**src/rtl/prog_rom.sv**
```systemverilog
// Sim-AC program/data ROM: 32 x 8-bit words with a fixed image.
// Read path is combinational by default; REG_OUT=1 adds an output register
// with asynchronous active-low clear for synchronous fetch timing.
module prog_rom #(
  parameter bit REG_OUT = 1'b0
) (
  input  logic       clk_i,
  input  logic       rst_ni,
  input  logic [4:0] addr_i,
  output logic [7:0] data_o
);

  logic [7:0] rom_data;

  // Full 5-bit decode of the stored image; unlisted words read as zero.
  always_comb begin
    rom_data = 8'h00;
    case (addr_i)
      5'h00:   rom_data = 8'h3E;
      5'h01:   rom_data = 8'h5F;
      5'h02:   rom_data = 8'h9D;
      5'h03:   rom_data = 8'hE0;
      5'h1E:   rom_data = 8'h05;
      5'h1F:   rom_data = 8'h03;
      default: rom_data = 8'h00;
    endcase
  end

  if (REG_OUT) begin : g_reg_out
    logic [7:0] data_q;

    // Output register; reset clears it immediately, independent of the clock.
    always_ff @(posedge clk_i or negedge rst_ni) begin
      if (!rst_ni) begin
        data_q <= 8'h00;
      end else begin
        data_q <= rom_data;
      end
    end

    assign data_o = data_q;
  end else begin : g_comb_out
    // Clock and reset play no part in the combinational read path.
    logic unused_clk_rst;
    assign unused_clk_rst = clk_i ^ rst_ni;

    assign data_o = rom_data;
  end

endmodule

```
**config.mk**
```make
export PLATFORM = sky130hd
export DESIGN_NAME = prog_rom
export DESIGN_NICKNAME = d
export VERILOG_FILES = /design/src/rtl/prog_rom.sv
export SDC_FILE = /design/constraint.sdc
export NUM_CORES = 1
export LEC_CHECK = 0
export CAP_MARGIN = 20
export CORE_AREA = 2 2 39 41
export DETAILED_ROUTE_END_ITERATION = 8
export DIE_AREA = 0 0 41 43
export GPL_ROUTABILITY_DRIVEN = 0
export SETUP_SLACK_MARGIN = 0.1
export SLEW_MARGIN = 20
export SYNTH_ARGS = -nofsm -noshare
export SYNTH_HDL_FRONTEND = slang
export SYNTH_SLANG_ARGS = --single-unit
export TNS_END_PERCENT = 20
```
**constraint.sdc**
```tcl
create_clock -name vclk -period 1.7
set_input_delay 0.34 -clock vclk [all_inputs]
set_output_delay 0.34 -clock vclk [all_outputs]
set_load 0.05 [all_outputs]
```
Yosys cells after proc, flatten, opt, wreduce, memory -nomap -nowiden. Index checks and enable logic that the tools add are counted.

Flip-flop bits (word level): 0. Input port bits: 7. Word-level logic and storage cells: 7.

Equal/unequal tests: 5. Multiplexer cells: 1. Reductions and logical operators: 1.

Operators with widths (count): $pmux W8 S6 (1); $eq A5 B2 Y1 const B (2); $eq A5 B5 Y1 const B (2); $eq A5 B1 Y1 const B (1); $logic_not A5 Y1 (1).

Longest topological paths before layout.
Depth after elaboration: 2. Gate-level depth with buffers: 3.

Worst setup path before layout. No wires, ideal clock.

Path kind: input to output. From: input port addr_i[4]. To: output port data_o[4]. Arrival: 1882 ps. Path slack: -522 ps. Stages on the path: 3. Cells stage by stage: or3_4 > a21oi_1 > buf_4.

Longest elaborated chain between the ends: 2.

RTL lines: start: declaration (RTL line 9) `input logic [4:0] addr_i,`; $eq A5 B5 Y1 (tied with other cells) (RTL line 18) `case (addr_i)`; $pmux W8 S6 (*) (RTL line 18); end: declaration (RTL line 10) `output logic [7:0] data_o`.

Mark *: on every way between the ends. The rest lies on a longest branch, timed or not.

Worst setup path after layout.
From: input port addr_i[3]. To: output port data_o[3].

Same word-level chain as after synthesis.

==> impl_metrics.toml <==
[outcome]
outcome = "completed"

[worst_setup_path]
cp-end-kind = "output port"
path_max_fanout = 4
cp-start-kind = "primary input"
required_ns = 1.36
slowest_stage = "or3_4"
worstSetupEndpoint = "data_o[3]"
crit_type = "primary input to output port"
startpoint = "addr_i[3]"
worstPathArrival_ns = 1.23
critical_path.max_stage_delay_ns = 0.41
timing.critical_path.cells = "buf_2 -> or3_4 -> a21oi_4 -> buf_12"

[sta]
rsz0062_at_grt = "false"
setup_slack_ns = 0.134
slew_headroom = 0.871
fin_crit_sh = 0.921
setup_viol = 0
fmax_ghz = 0.638
maxSlewViolCount = 0
worst_slew_pin_slew_ns = 0.193
tns_ns = 0
period_minus_slack_ns = 1.57
whs_ns = 1.10
hold_violations = 0

[final_layout]
final_net_count = 39
seqCellArea_um2 = 0
seq_cells = 0
stdcell_count = 46
syn2layout_area_growth_pct = 279
nClkBuffers = 0
antenna_cells = 0
mostFrequentLayoutCells = "buf_12, buf_4, and2_1, buf_2"
drive_gt1_frac = 0.767
nFillCells = 143
layout_commonest_cell = "buf_12"

[floorplan]
core_area_um2 = 1380
fp.dieH_um = 43
num_rows = 14
dieArea_um2 = 1760
initial_core_util = 0.0723
die-width_um = 41
ios = 15

[clocking]
cts_setup_buffers = 0
hold_buffers = 0

[logic_synthesis]
synthesis.area_um2 = 100
ys_seq_area_frac = 0
synth_area_leader_cell = "and2_1"
ys_top_cells_by_area = "and2_1, o22ai_2, or3_4, a21bo_2, o2bb2ai_1"
ys_types = 13
yosys_warnings = 0
synth_top_cell_area_share = 0.125
syn_inst = 14
syn-num-nets = 21
avgSynthCellArea_um2 = 7.15

[power_and_ir_drop]
leakage_nw = 0.145
ir_drop_uv = 38.6
pwr_density_cell_nw_per_um2 = 267

[worst_hold_path]
hold_path_class = "primary input to output port"

[drt]
drtIter0Drc = 0
wl_per_cell_um = 8.02
routed_wl_um = 369
drt_pass1_iterations = 1
drc = 0
viasPerCell = 3.65
vias = 168
drtAntennaViolNets = 0

[place]
placed_cells = 46
port_buffers = 13
dpl.hpwl_um = 328
place_ws_ns = -0.245

[global_route]
overflow = 0
grt_max_degree = 7
track_usage = 0.0440
antenna_found_initial = 0
grt_pass1_vias = 147
grt_pass1_wl_um = 586

[run]
max_cap_viol_count = 0
stage by stage:
| stage | total power (W) | util | cell area [um2] |
|---|---|---|---|
| 4_1_cts | 0.000101 | 0.274 | 379 |
| 3_3_place_gp | 0.0000993 | 0.265 | 367 |
| 3_5_place_dp | 0.0000996 | 0.265 | 367 |
| 2_1_floorplan | 0.0000417 | - | 114 |
| 6_report | 0.000101 | 0.274 | 379 |
| 5_1_grt | 0.000106 | 0.274 | 379 |
cell families (layout without fill, tap and decap cells):
group           Yosys count  count (layout)  synth area share
compound gates            4               4             0.362
xor+xnor                  1               1            0.0875
buf+inv                   1              17            0.0750
simple gates              8               8             0.475
worst min-delay path by stage:
stage	startpoint	end	slack, ns	depth (start not counted)
after detailed placement	addr_i[4]	data_o[1]	1.48	4
final	addr_i[2]	data_o[4]	1.10	4
after global routing	addr_i[2]	data_o[4]	1.12	4
after floorplan	addr_i[1]	data_o[3]	0.78	1
after CTS	addr_i[4]	data_o[4]	1.14	4
after global placement	addr_i[4]	data_o[1]	1.47	4
cell usage after synthesis:
cell and n:
a21bo_2 1, nand3_1 1, o2bb2ai_1 1, nand4_1 1
a21oi_1 1, and2_1 2, buf_4 1, or3_4 1
xor2_1 1, nor3_1 1, nor2_1 1, o22ai_2 1
nand2_1 1
power by group:
group	switching, W	internal (W)	leakage, nW
Combinational	0.0000524	0.0000490	0.145
Clock	0	0	0
Sequential	0	0	0
Total	0.0000524	0.0000490	0.145
cell type report:
| class | count | area, um2 | share of cell area |
|---|---|---|---|
| Timing Repair Buffer | 17 | 231 | 0.611 |
| Multi-Input combinational cell | 13 | 128 | 0.337 |
| Tap cell | 16 | 20.0 | 0.0528 |
worst max-delay path, delay by kind of cell:
| kind | cells | cell delay [ns] |
|---|---|---|
| buffers and inverters | 2 | 0.28 |
| AO/OA/AOI/OAI | 1 | 0.20 |
| AND/OR/NAND/NOR | 1 | 0.41 |
what timing repair did:
action / 4_1_cts / 5_1_grt
hold endpoints to repair: 0 / 0
resized for setup: 18 / 2
pin swaps: 1 / 1
setup endpoints to repair: 8 / 4
metal layers:
layer | global-route usage | share of wire | vias up
met4 | 0 | 0 | 0
li1 | - | - | 83
met3 | 0 | 0.076 | 0
met1 | 0.0540 | 0.38 | 78
met5 | 0 | 0 | -
met2 | 0.0844 | 0.54 | 7
(Power assumes the default switching activity.)
